==> config.mk <==
export PLATFORM = sky130hd
export DESIGN_NAME = loop_lock_ctrl
export DESIGN_NICKNAME = d
export VERILOG_FILES = /design/src/rtl/loop_pkg.sv /design/src/rtl/loop_stack.sv /design/src/rtl/loop_lock_ctrl.sv
export SDC_FILE = /design/constraint.sdc
export NUM_CORES = 1
export LEC_CHECK = 0
export CAP_MARGIN = 10
export CORE_ASPECT_RATIO = 2
export CORE_MARGIN = 3
export CORE_UTILIZATION = 45
export CTS_BUF_LIST = sky130_fd_sc_hd__clkbuf_4 sky130_fd_sc_hd__clkbuf_8 sky130_fd_sc_hd__clkbuf_16
export DETAILED_ROUTE_END_ITERATION = 10
export PLACE_DENSITY = 0.61
export SETUP_SLACK_MARGIN = 0.4
export SYNTH_ARGS = -nofsm -noshare
export SYNTH_HDL_FRONTEND = slang
export SYNTH_SLANG_ARGS = --single-unit
==> constraint.sdc <==
create_clock -name clk -period 30 [get_ports clk]
set_input_delay 4.5 -clock clk [delete_from_list [all_inputs] [get_ports clk]]
set_output_delay 4.5 -clock clk [all_outputs]
set_load 0.01 [all_outputs]
==> src/rtl/loop_pkg.sv <==
// Shared definitions for the loop lock controller: lock FSM states and default sizing.
package loop_pkg;

  typedef enum logic [1:0] {
    IDLE,
    TRAIN,
    LOCKED
  } lock_state_e;

  localparam int unsigned DEF_ENTRIES  = 4;
  localparam int unsigned DEF_PC_W     = 31;
  localparam int unsigned DEF_CNT_W    = 4;
  localparam int unsigned DEF_MAX_BODY = 0;

endpackage

==> src/rtl/loop_stack.sv <==
// Circular loop stack with head pointer and explicit count; also exposes the
// post-update top entry so the controller can qualify in the same cycle.
module loop_stack #(
  parameter int unsigned ENTRIES = 4,
  parameter int unsigned PC_W    = 31,
  parameter int unsigned CNT_W   = 4,
  localparam int unsigned PTR_W  = $clog2(ENTRIES)
) (
  input  logic              clk,
  input  logic              rst,
  input  logic              clr,
  input  logic              push,
  input  logic              pop,
  input  logic              replace,
  input  logic              incr,
  input  logic [PC_W-1:0]   in_first,
  input  logic [PC_W-1:0]   in_last,
  output logic [PTR_W:0]    count,
  output logic [PC_W-1:0]   top_first,
  output logic [PC_W-1:0]   top_last,
  output logic [PTR_W:0]    nxt_count,
  output logic [PC_W-1:0]   nxt_first,
  output logic [PC_W-1:0]   nxt_last,
  output logic [CNT_W-1:0]  nxt_cnt
);

  typedef struct packed {
    logic [PC_W-1:0]  first;
    logic [PC_W-1:0]  last;
    logic [CNT_W-1:0] cnt;
  } entry_t;

  localparam logic [PTR_W:0] FULL = (PTR_W+1)'(ENTRIES);

  entry_t           mem [ENTRIES];
  logic [PTR_W-1:0] head;
  logic [PTR_W-1:0] nxt_head;
  entry_t           top_e;
  entry_t           new_e;
  entry_t           nxt_top;
  entry_t           wr_data;
  logic             wr_en;

  assign top_e     = mem[head];
  assign top_first = top_e.first;
  assign top_last  = top_e.last;
  assign new_e     = '{first: in_first, last: in_last, cnt: CNT_W'(1)};

  always_comb begin
    nxt_head  = head;
    nxt_count = count;
    nxt_top   = top_e;
    wr_en     = 1'b0;
    wr_data   = top_e;
    if (clr) begin
      nxt_count = '0;
    end else if (replace) begin
      wr_en   = 1'b1;
      wr_data = new_e;
      nxt_top = new_e;
    end else if (push) begin
      // When full, advancing head lands on the oldest slot, overwriting it.
      nxt_head  = head + PTR_W'(1);
      nxt_count = (count == FULL) ? count : count + (PTR_W+1)'(1);
      wr_en     = 1'b1;
      wr_data   = new_e;
      nxt_top   = new_e;
    end else if (pop) begin
      nxt_head  = head - PTR_W'(1);
      nxt_count = count - (PTR_W+1)'(1);
      nxt_top   = mem[head - PTR_W'(1)];
    end else if (incr) begin
      wr_en   = 1'b1;
      wr_data = top_e;
      if (!(&top_e.cnt)) wr_data.cnt = top_e.cnt + CNT_W'(1);
      nxt_top = wr_data;
    end
  end

  assign nxt_first = nxt_top.first;
  assign nxt_last  = nxt_top.last;
  assign nxt_cnt   = nxt_top.cnt;

  always_ff @(posedge clk) begin
    if (rst) begin
      head  <= '0;
      count <= '0;
      for (int unsigned i = 0; i < ENTRIES; i++) mem[i].cnt <= '0;
    end else begin
      head  <= nxt_head;
      count <= nxt_count;
      if (wr_en) mem[nxt_head] <= wr_data;
    end
  end

endmodule

==> src/rtl/loop_lock_ctrl.sv <==
// Decode-stage nested loop detector that requests an I-cache lock once the
// innermost loop has iterated enough and its body fits the size limit.
module loop_lock_ctrl
  import loop_pkg::*;
#(
  parameter int unsigned ENTRIES  = DEF_ENTRIES,
  parameter int unsigned PC_W     = DEF_PC_W,
  parameter int unsigned CNT_W    = DEF_CNT_W,
  parameter int unsigned MAX_BODY = DEF_MAX_BODY,
  localparam int unsigned PTR_W   = $clog2(ENTRIES)
) (
  input  logic             clk,
  input  logic             rst,
  input  logic             inst_valid,
  input  logic             is_call,
  input  logic             flush,
  input  logic             dec_takenbr,
  input  logic [PC_W-1:0]  dec_takenbr_target,
  input  logic [PC_W-1:0]  last_pc,
  input  logic [CNT_W-1:0] cfg_thresh,
  output logic             lock_cache,
  output logic             lock_start,
  output logic             lock_end,
  output logic [PTR_W:0]   depth
);

  localparam logic [PC_W-1:0] BODY_LIM = PC_W'(MAX_BODY);

  lock_state_e      state;
  lock_state_e      nxt_state;
  logic [PC_W-1:0]  top_first;
  logic [PC_W-1:0]  top_last;
  logic [PTR_W:0]   nxt_count;
  logic [PC_W-1:0]  nxt_first;
  logic [PC_W-1:0]  nxt_last;
  logic [CNT_W-1:0] nxt_cnt;
  logic [CNT_W-1:0] thr_eff;
  logic             clr, bwd, have, hit, new_loop, leave;
  logic             push, pop, replace, incr;
  logic             body_ok, qual;

  assign clr      = is_call | flush;
  assign bwd      = dec_takenbr & ~is_call & (dec_takenbr_target < last_pc);
  assign have     = depth != '0;
  assign hit      = bwd & have & (dec_takenbr_target == top_first) & (last_pc == top_last);
  assign new_loop = bwd & ~hit;
  assign leave    = inst_valid & have & ~hit & ((last_pc < top_first) | (last_pc > top_last));

  assign push     = ~clr & new_loop & ~leave;
  assign replace  = ~clr & new_loop & leave;
  assign pop      = ~clr & leave & ~new_loop;
  assign incr     = ~clr & hit;

  loop_stack #(
    .ENTRIES (ENTRIES),
    .PC_W    (PC_W),
    .CNT_W   (CNT_W)
  ) u_stack (
    .clk       (clk),
    .rst       (rst),
    .clr       (clr),
    .push      (push),
    .pop       (pop),
    .replace   (replace),
    .incr      (incr),
    .in_first  (dec_takenbr_target),
    .in_last   (last_pc),
    .count     (depth),
    .top_first (top_first),
    .top_last  (top_last),
    .nxt_count (nxt_count),
    .nxt_first (nxt_first),
    .nxt_last  (nxt_last),
    .nxt_cnt   (nxt_cnt)
  );

  // Qualification looks at the top entry as it will be after this cycle's update.
  assign thr_eff = (cfg_thresh == '0) ? CNT_W'(1) : cfg_thresh;
  assign body_ok = (MAX_BODY == 0) || ((nxt_last - nxt_first) <= BODY_LIM);
  assign qual    = (nxt_count != '0) && (nxt_cnt >= thr_eff) && body_ok;

  always_comb begin
    nxt_state = TRAIN;
    if (nxt_count == '0) nxt_state = IDLE;
    else if (qual)       nxt_state = LOCKED;
  end

  always_ff @(posedge clk) begin
    if (rst) begin
      state      <= IDLE;
      lock_cache <= 1'b0;
      lock_start <= 1'b0;
      lock_end   <= 1'b0;
    end else begin
      state      <= nxt_state;
      lock_cache <= (nxt_state == LOCKED);
      lock_start <= (nxt_state == LOCKED) && (state != LOCKED);
      lock_end   <= (nxt_state != LOCKED) && (state == LOCKED);
    end
  end

endmodule

==> flow_metrics.env, run 1 <==
export IMPL_grt_pass1_vias=9962
export IMPL_synth_area_leaders="edfxtp_1 54%, mux4_2 9.5%, ha_1 8.4%"
export IMPL_grtUsageMet2_pct=41.6
export IMPL_r2r_start="u_stack.head[0]"
export IMPL_slew_limit_headroom_pct=27.5
export IMPL_seq_power_share_pct=50.0
export IMPL_worst_slew_pin_slew_ps=1090
export IMPL_ys_warn_count=0
export IMPL_nets=1412
export IMPL_drc=0
export IMPL_crit_top_cell="nand4_1"
export IMPL_yosysSeqAreaShare_pct=55.2
export IMPL_async_reset_ff_share_pct=0
export IMPL_die_w_um=134
export IMPL_cts_sinks=273
export IMPL_n_antenna_cell=0
export IMPL_finish_utilization_pct=52.5
export IMPL_cap_violations=0
export IMPL_syn_num_nets=1342
export IMPL_layout_drive_gt1_share_pct=11.2
export IMPL_fin_skew_ps=19.6
export IMPL_synthMuxAreaShare_pct=11.9
export IMPL_dieArea_mm2=0.0349
export IMPL_cp_arrival_ps=9560
export IMPL_io_buffers=77
export IMPL_total_power_mw=0.830
export IMPL_setup_violations=0
export IMPL_r2r_end="u_stack.mem[1][10]"
export IMPL_netSwitchingFraction_pct=22.2
export IMPL_overflow=0
export IMPL_power_density_mw_per_mm2=49.6
export IMPL_area_growth_pct=14.1
export IMPL_min_to="lock_start"
export IMPL_cts_resized=0
export IMPL_synth_top_area_share_pct=54.0
export IMPL_synth_xor_area_share_pct=1.67
export IMPL_dp_slack_ps=20100
export IMPL_path_class="in -> reg"
export IMPL_rows=92
export IMPL_synth_avg_cell_area_um2=12.5
export IMPL_drt_total_wl_um=37900
export IMPL_synth_cells_most_frequent="264 x edfxtp_1, 164 x nor2_1, 108 x inv_1"
export IMPL_synth_most_common_cell="edfxtp_1"
export IMPL_tns_ps=0
export IMPL_cp_end_kind="flip-flop"
export IMPL_power_frac_clock_pct=41.2
export IMPL_critPathTopFamily="simple AND/OR/NAND/NOR gates"
export IMPL_path_cells="clkdlybuf4s50_1, ha_1, nand4_1, nor4_1, nand4_1, nor4_1, nand4_1, nor4_2, o31ai_1, a32oi_1, nand3_1, inv_2, buf_4"
export IMPL_initial_core_util_pct=46.0
export IMPL_vias=9684
export IMPL_period_needed_ps=9410
export IMPL_synthCells=1171
export IMPL_switchingPower_mw=0.185
export IMPL_cts_root_buffer="clkbuf_16"
export IMPL_synth_compound_area_share_pct=8.40
export IMPL_synth_adder_area_share_pct=8.44
export IMPL_comb_power_share_pct=8.8
export IMPL_grt_pass1_wl_um=58000
export IMPL_top_usage_layer="met2"
export IMPL_final_hold_violation_count=0
export IMPL_drtAntennaViolNets=0
export IMPL_postCtsSetupBuffers=0
export IMPL_power_internal_mw=0.646
export IMPL_min_from="lock_cache"
export IMPL_vdd_drop_max_mv=0.0523
export IMPL_die_h_um=261
export IMPL_via_per_inst=5.76
export IMPL_routabilityCongestion=0.951
export IMPL_antenna_found_initial=0
export IMPL_worstSetupStartpointType="primary input"
export IMPL_htreeDepth=1
export IMPL_max_clock_freq_mhz=106
export IMPL_core_area_mm2=0.0319
export IMPL_final_max_slew_viol_count=0
export IMPL_clk_path_buf_depth=3
export IMPL_hpwlAfterDp_um=26700
export IMPL_setup_slack_ps=20590
export IMPL_finalCritPeriodShare_pct=31.4
export IMPL_insertion_delay_ps=550
export IMPL_dp_cells=1637
export IMPL_cts_tree="done"
export IMPL_cts_hold_buf=0
export IMPL_critPathRequiredTime_ps=30150
export IMPL_rrSetupSlack_ps=22680
export IMPL_yosys_area_share_simple_pct=10.1
export IMPL_worstRegToRegCells=16
export IMPL_grtUsageMet1_pct=24.1
export IMPL_cp_slowest_cell="nor4_1"
export IMPL_critPathMaxStageDelay_ps=810
export IMPL_clk_pin_slew_ps=60
export IMPL_rsz0062_at_grt="false"
export IMPL_leakage_nw=6.14
export IMPL_yosys_area_top_type="edfxtp_1"
export IMPL_ys_types=68
export IMPL_grt_max_degree=81
export IMPL_grt_met3_usage_pct=2.17
export IMPL_track_usage_pct=21.9
export IMPL_crit_buf_inv=3
export IMPL_cts_made_buffers=25
export IMPL_synth_top_family_by_area="multiplexers"
export IMPL_cp_max_fo=62
export IMPL_drt_pass1_iter_count=6
export IMPL_synth_seq_cells=273
export IMPL_hold_depth=3
export IMPL_netlist_area_mm2=0.0147
export IMPL_synth_ff_type="edfxtp_1"
export IMPL_stdcell_count=1682
export IMPL_initialDrtViolationCount=687
export IMPL_outcome="complete, no violations"
export IMPL_wire_per_inst_um=22.5
export IMPL_hold_class="reg -> reg"
export IMPL_io_pins=78
export IMPL_synth_edff_count=264
power groups by stage:
stage	combinational (mW)	clock, mW	sequential [mW]
final	0.0730	0.342	0.415
after global routing	0.0808	0.365	0.415
after CTS	0.0734	0.350	0.415
after detailed placement	0.0730	0	0.423
after global placement	0.0725	0	0.423
after floorplan	0.0426	0	0.423
how the worst max path moves through the flow:
stage	slack, ps	cells after the start	from	endpoint
6_report	20590	13	last_pc[13]	u_stack.mem[1][10]
5_1_grt	20350	13	last_pc[13]	u_stack.mem[1][48]
4_1_cts	20650	13	last_pc[13]	u_stack.mem[0][15]
3_5_place_dp	20100	13	last_pc[13]	u_stack.mem[0][14]
3_3_place_gp	20200	13	last_pc[10]	u_stack.mem[2][17]
2_1_floorplan	18510	10	last_pc[13]	u_stack.mem[3][10]
routing by layer:
layer	part of all wire [%]	wire length (µm)	vias to the layer above
met5	0	0	-
met4	5.4	2030	0
met3	4.2	1600	95
met2	55	20800	283
met1	35	13400	4765
li1	-	-	4541
worst register-to-register path, stage by stage, from the launching register on:
cell,delay [ps]
dfxtp_4,470
buf_4,700
buf_4,700
mux4_2,600
inv_1,120
ha_1,150
nand4_1,200
nor4_1,820
nand4_1,190
nor4_1,230
nand4_1,180
nor4_2,670
o31ai_1,170
a32oi_1,440
nand3_1,300
inv_2,90
buf_4,720
cell type report:
cell class / instances / area [µm²]
fillers: 2799 / 15100
flip-flops and latches: 273 / 8120
multi-input cells: 745 / 5960
repair buffers: 88 / 853
clock buffers: 28 / 648
well taps: 423 / 529
inverters: 108 / 405
clock inverters: 17 / 231
registers in the layout, indices dropped and copies added, names as in the netlist:
register / cells
lock_cache: 1
u_stack.mem: 264
lock_start: 1
u_stack.head: 2
lock_end: 1
u_stack.count: 3
state: 1
cell usage in the layout, fill, tap and decap left out, drive strengths merged, types with 3 or more instances in the layout:
cell type	netlist	layout
a2111oi	3	3
a211oi	6	6
a21boi	3	3
a21o	11	11
a21oi	107	107
a221oi	5	5
a22oi	4	4
a31oi	4	4
and2	3	3
and3	5	5
buf	17	11
bufinv	0	5
clkbuf	28	28
clkdlybuf4s50	0	77
clkinv	0	7
clkinvlp	0	3
dfxtp	9	9
edfxtp	264	264
ha	99	99
inv	108	110
mux2	8	8
mux2i	24	24
mux4	63	63
nand2	49	49
nand2b	11	11
nand3	17	17
nand3b	4	4
nand4	32	32
nor2	165	165
nor2b	5	5
nor3	8	8
nor4	5	5
o211ai	6	6
o21ai	26	26
o31ai	4	4
or2	3	3
or3	6	6
or4	3	3
xnor2	24	24
xor2	4	4
kinds of logic (layout without fill, tap and decap cells):
family                     Yosys count  in the layout
AOI/OAI and AO/OA                  203            203
xor gates and xnor gates            28             28
adders and majority gates           99             99
buffers and inverters              153            241
DFF                                273            273
muxes                               95             95
and+or+nand+nor                    320            320
per-stage QoR:
| stage | hold WS [ps] | area [µm²] |
|---|---|---|
| after floorplan | 548 | 14700 |
| after CTS | 576 | 16700 |
| after global routing | 590 | 16700 |
| after global placement | 542 | 15900 |
| final | 564 | 16700 |
| after detailed placement | 564 | 15900 |
No activity file was read; power rests on OpenSTA's default activity.
==> inputs of run 2 (changes only) <==
--- a/config.mk
+++ b/config.mk
@@ -11,7 +11,7 @@
 export CORE_UTILIZATION = 45
 export CTS_BUF_LIST = sky130_fd_sc_hd__clkbuf_4 sky130_fd_sc_hd__clkbuf_8 sky130_fd_sc_hd__clkbuf_16
 export DETAILED_ROUTE_END_ITERATION = 10
-export PLACE_DENSITY = 0.61
+export PLACE_DENSITY = 0.63
 export SETUP_SLACK_MARGIN = 0.4
 export SYNTH_ARGS = -nofsm -noshare
 export SYNTH_HDL_FRONTEND = slang
==> constraint.sdc (replaced) <==
create_clock -name clk -period 7.6 [get_ports clk]
set_input_delay 1.14 -clock clk [delete_from_list [all_inputs] [get_ports clk]]
set_output_delay 1.14 -clock clk [all_outputs]
set_load 0.01 [all_outputs]
==> run 2 against run 1 <==
First-iteration DRC count is 7.4% lower. Die area stayed put. Register-to-register slack worse by 21000 ps. Clock power grew to 3.7 times the previous value. Non-clock buffer count is 3 higher.
==> flow_metrics.env, run 2 (same netlist as run 1, synthesis figures left out) <==
export IMPL_outcome="complete, no violations"
export IMPL_grt_pass1_vias=10171
export IMPL_vias=9780
export IMPL_fillers=2750
export IMPL_wire_per_inst_um=23.0
export IMPL_period_needed_ps=6330
export IMPL_min_to="lock_start"
export IMPL_via_per_inst=5.81
export IMPL_largest_register_ffs=264
export IMPL_rows=92
export IMPL_antenna_found_initial=0
export IMPL_vdd_drop_max_mv=0.198
export IMPL_finalCritPeriodShare_pct=83.3
export IMPL_max_clock_freq_mhz=158
export IMPL_rsz0062_at_grt="false"
export IMPL_final_common_cell="edfxtp_1"
export IMPL_n_antenna_cell=0
export IMPL_routabilityCongestion=0.983
export IMPL_cts_root_buffer="clkbuf_16"
export IMPL_grt_max_degree=123
export IMPL_cts_tree="done"
export IMPL_seqCellArea_mm2=0.00812
export IMPL_hold_depth=3
export IMPL_core_area_mm2=0.0319
export IMPL_cts_resized=0
export IMPL_cts_hold_buf=0
export IMPL_multiInputGateArea_mm2=0.00597
export IMPL_grt_pass1_wl_um=59100
export IMPL_fin_skew_ps=19.2
export IMPL_total_power_mw=3.21
export IMPL_setup_violations=0
export IMPL_clk_path_buf_depth=3
export IMPL_insertion_delay_ps=540
export IMPL_cts_made_buffers=24
export IMPL_final_hold_violation_count=0
export IMPL_finish_utilization_pct=52.8
export IMPL_cp_max_fo=50
export IMPL_r2r_start="u_stack.head[0]"
export IMPL_path_cells="buf_12, mux4_2, inv_1, ha_1, nand4_1, nor4_1, nand4_1, nor4_1, nand4_1, nor4_2, o31ai_1, a32oi_1, nand3_1, inv_2, buf_12"
export IMPL_cts_sinks=273
export IMPL_io_pins=78
export IMPL_clk_pin_slew_ps=70
export IMPL_nets=1414
export IMPL_worstRegToRegCells=15
export IMPL_critPathMaxStageDelay_ps=910
export IMPL_drtAntennaViolNets=0
export IMPL_top_register="u_stack.mem"
export IMPL_die_h_um=261
export IMPL_drc=0
export IMPL_drt_pass1_iter_count=5
export IMPL_final_max_slew_viol_count=0
export IMPL_rrSetupSlack_ps=1270
export IMPL_layout_common_cells="264 x edfxtp_1, 163 x nor2_1, 107 x a21oi_1"
export IMPL_crit_top_cell="nand4_1"
export IMPL_htreeDepth=1
export IMPL_power_density_mw_per_mm2=191
export IMPL_tns_ps=0
export IMPL_path_class="reg -> reg"
export IMPL_track_usage_pct=22.4
export IMPL_die_w_um=134
export IMPL_hpwlAfterDp_um=27700
export IMPL_cp_slowest_cell="dfxtp_4"
export IMPL_initialDrtViolationCount=636
export IMPL_cap_violations=0
export IMPL_area_growth_pct=14.7
export IMPL_worstSetupStartpointType="flip-flop"
export IMPL_top_regs="u_stack.mem: 264 flops, u_stack.count: 3 flops, u_stack.head: 2 flops"
export IMPL_layout_drive_gt1_share_pct=11.3
export IMPL_io_buffers=77
export IMPL_initial_core_util_pct=46.0
export IMPL_critPathRequiredTime_ps=7830
export IMPL_postCtsSetupBuffers=0
export IMPL_worst_slew_pin_slew_ps=928
export IMPL_min_from="lock_cache"
export IMPL_cp_startpoint="u_stack.head[0]"
export IMPL_dieArea_mm2=0.0349
export IMPL_slew_limit_headroom_pct=38.2
export IMPL_r2r_end="u_stack.mem[1][15]"
export IMPL_hold_class="reg -> reg"
export IMPL_cp_end_kind="flip-flop"
export IMPL_drt_total_wl_um=38800
export IMPL_leakage_nw=6.19
export IMPL_overflow=0
export IMPL_cp_arrival_ps=6560
## run 2: cell count changes in the layout (fill, tap and decap cells not counted), sizes merged
cell | before | now
inv | 110 | 109
clkinv | 7 | 10
bufinv | 5 | 4
clkinvlp | 3 | 0
clkbuf | 28 | 29
buf | 11 | 14
## run 2: final cells by class
class                           instances  share of cell area [%]
Sequential cell                       273                    48.2
Multi-Input combinational cell        745                    35.4
Timing Repair Buffer                   91                    5.87
Clock buffer                           29                    3.89
Tap cell                              423                    3.14
Inverter                              108                    2.41
Clock inverter                         15                    1.03
## run 2: critical path: cells and delay by family, from the launching register on
kind	cells	cell delay, ps
compound gates	2	680
flops	1	910
buf+inv	4	1180
fa+ha+maj	1	120
simple gates	7	2510
mux	1	540
## run 2: metal layers
metal  GRT usage, %  vias to the layer above  wire length, µm
li1               -                     4546                -
met1           24.4                     4878            13800
met2           44.1                      274            22000
met3           2.08                       82             1530
met4           8.78                        0             1460
met5              0                        -                0
## run 2: power by group
| group | switching [mW] | internal, mW |
|---|---|---|
| Clock | 0.530 | 0.751 |
| Combinational | 0.164 | 0.126 |
| Sequential | 0.00846 | 1.63 |
## run 2: how the worst max path moves through the flow
stage / end / slack (ps) / depth (start not counted)
2_1_floorplan: u_stack.mem[2][10] / 650 / 20
6_report: u_stack.mem[1][15] / 1270 / 15
3_5_place_dp: u_stack.mem[1][11] / 1240 / 13
5_1_grt: u_stack.mem[1][45] / 770 / 15
4_1_cts: u_stack.mem[2][51] / 1260 / 16
3_3_place_gp: u_stack.mem[2][16] / 1330 / 16
## run 2: per-stage QoR
stage          area (µm²)  hold WS (ps)  cells  setup WS (ps)
2_1_floorplan       14700           548   1171            652
3_3_place_gp        16000           536   1640           1330
4_1_cts             16800           555   1684           1260
5_1_grt             16800           625   1684            773
3_5_place_dp        16000           545   1640           1240
6_report            16800           549   1684           1270
==> inputs of run 3 (changes only) <==
==> constraint.sdc (replaced) <==
create_clock -name clk -period 5.1 [get_ports clk]
set_input_delay 0.765 -clock clk [delete_from_list [all_inputs] [get_ports clk]]
set_output_delay 0.765 -clock clk [all_outputs]
set_load 0.01 [all_outputs]
==> run 3 against run 2 <==
Sequential share of layout area down 6.2 points. Largest power group unchanged. Clock power up 48%. Die area unchanged. Critical path depth up 8. Fmax up 29%. Via count up 9.1%.
==> flow_metrics.env, run 3 (same netlist as run 1, synthesis figures left out) <==
export IMPL_top_register="u_stack.mem"
export IMPL_final_max_slew_viol_count=0
export IMPL_top_regs="u_stack.mem: 264 flops, u_stack.count: 3 flops, u_stack.head: 2 flops"
export IMPL_wire_per_inst_um=23.8
export IMPL_cts_sinks=273
export IMPL_area_growth_pct=31.8
export IMPL_track_usage_pct=24.2
export IMPL_vias=10671
export IMPL_period_needed_ps=4920
export IMPL_fin_skew_ps=12.7
export IMPL_finalCritPeriodShare_pct=96.5
export IMPL_hpwlAfterDp_um=29100
export IMPL_final_hold_violation_count=0
export IMPL_switchingPower_mw=1.10
export IMPL_drc=0
export IMPL_cts_hold_buf=0
export IMPL_cts_root_buffer="clkbuf_16"
export IMPL_path_class="reg -> reg"
export IMPL_setup_violations=0
export IMPL_cp_arrival_ps=5190
export IMPL_hold_ws_ps=573
export IMPL_cp_max_fo=8
export IMPL_cp_end_kind="flip-flop"
export IMPL_nets=1597
export IMPL_via_per_inst=5.72
export IMPL_slew_limit_headroom_pct=38.2
export IMPL_die_w_um=134
export IMPL_drtAntennaViolNets=0
export IMPL_finish_utilization_pct=60.6
export IMPL_initial_core_util_pct=46.0
export IMPL_clk_path_buf_depth=3
export IMPL_htreeDepth=1
export IMPL_n_antenna_cell=0
export IMPL_power_frac_clock_pct=38.7
export IMPL_power_density_mw_per_mm2=252
export IMPL_io_pins=78
export IMPL_initialDrtViolationCount=700
export IMPL_grt_pass1_vias=10958
export IMPL_io_buffers=77
export IMPL_drt_total_wl_um=44500
export IMPL_critPathRequiredTime_ps=5360
export IMPL_final_common_cell="edfxtp_1"
export IMPL_routabilityCongestion=1.00
export IMPL_drt_pass1_iter_count=5
export IMPL_rsz0062_at_grt="true"
export IMPL_rows=92
export IMPL_largest_register_ffs=264
export IMPL_worst_slew_pin_slew_ps=926
export IMPL_max_clock_freq_mhz=203
export IMPL_grt_max_degree=91
export IMPL_dieArea_mm2=0.0349
export IMPL_comb_power_share_pct=11.2
export IMPL_power_internal_mw=3.77
export IMPL_seq_power_share_pct=50.1
export IMPL_core_area_mm2=0.0319
export IMPL_dpl_instance_area_mm2=0.0169
export IMPL_cts_made_buffers=25
export IMPL_worstSetupStartpointType="flip-flop"
export IMPL_overflow=0
export IMPL_cts_tree="done"
export IMPL_hold_class="reg -> reg"
export IMPL_antenna_found_initial=0
export IMPL_netSwitchingFraction_pct=22.6
export IMPL_vdd_drop_max_mv=0.297
export IMPL_cap_violations=0
export IMPL_die_h_um=261
export IMPL_insertion_delay_ps=550
export IMPL_fillers=2523
export IMPL_fin_area_mm2=0.0193
export IMPL_layout_drive_gt1_share_pct=26.3
export IMPL_leakage_nw=7.37
export IMPL_layout_common_cells="264 x edfxtp_1, 161 x nor2_1, 125 x buf_4"
export IMPL_outcome="complete, no violations"
export IMPL_grt_pass1_wl_um=63700
export IMPL_clk_pin_slew_ps=60
[run 3: changes by cell type in the layout (fill, tap and decap cells not counted), moves of 13 or more]
cell       previous run  this run
clkbuf_16            25        38
buf_4                 5       125
buf_12                9        29
inv_1               105        90
[run 3: path summary, 6_finish.rpt]
check                       start            endpoint  slack [ps]  cells after the start
setup / recovery  u_stack.head[0]  u_stack.mem[0][14]         180                     23
hold / removal         lock_cache          lock_start         570                      3
setup reg to reg  u_stack.head[0]  u_stack.mem[0][14]         180                     23
hold reg to reg        lock_cache          lock_start         570                      3
[run 3: critical path: stages (launching register included)]
cell and delay [ps]:
dfxtp_4 420, buf_4 150, buf_6 130, buf_12 130, mux4_2 530, inv_2 110, ha_1 250, o21ai_0 200
o21ai_1 90, a211oi_1 240, buf_4 160, o211ai_1 120, o211ai_1 220, buf_4 180, nand3_4 80, buf_6 130
or3_1 320, a32oi_2 310, buf_4 180, nand3_4 90, clkinvlp_4 130, buf_12 190, buf_12 130, buf_16 120
[run 3: final cells by class]
class | count | area (µm²) | area share (%)
well taps | 423 | 529 | 2.74
repair buffers | 273 | 3160 | 16.3
multi-input cells | 745 | 6310 | 32.6
inverters | 108 | 417 | 2.15
clock inverters | 14 | 146 | 0.757
flip-flops and latches | 273 | 8120 | 42.0
clock buffers | 30 | 663 | 3.43
[run 3: metrics by stage]
| step | instances | power, mW | setup TNS (ps) | setup WS, ps |
|---|---|---|---|---|
| 4_1_cts | 1832 | 4.88 | 0 | 269 |
| 3_5_place_dp | 1743 | 2.98 | -6.19 | -6.19 |
| 5_1_grt | 1866 | 5.04 | -3.35 | -3.35 |
| 6_report | 1866 | 4.87 | 0 | 177 |
| 3_3_place_gp | 1743 | 2.97 | 0 | 10.6 |
| 2_1_floorplan | 1171 | 2.74 | -74850 | -541 |
[run 3: timing repair]
action | CTS | global route
setup endpoints to repair | 268 | 268
gates cloned | 10 | 16
buffers inserted | 35 | 18
pin swaps | 23 | 26
gates resized for setup | 53 | 64
[run 3: power by group through the flow]
| stage | logic, mW | clock network, mW | registers [mW] |
|---|---|---|---|
| 2_1_floorplan | 0.257 | 0 | 2.49 |
| 3_3_place_gp | 0.481 | 0 | 2.49 |
| 3_5_place_dp | 0.486 | 0 | 2.49 |
| 4_1_cts | 0.517 | 1.92 | 2.44 |
| 5_1_grt | 0.590 | 2.01 | 2.44 |
| 6_report | 0.544 | 1.89 | 2.44 |
[run 3: layer usage]
layer,track usage [%],vias up,part of all wire [%]
met3,2.71,102,4.4
met4,11.2,0,5.4
met5,0,-,0
met2,46.5,354,55
li1,-,4921,-
met1,26.3,5294,35
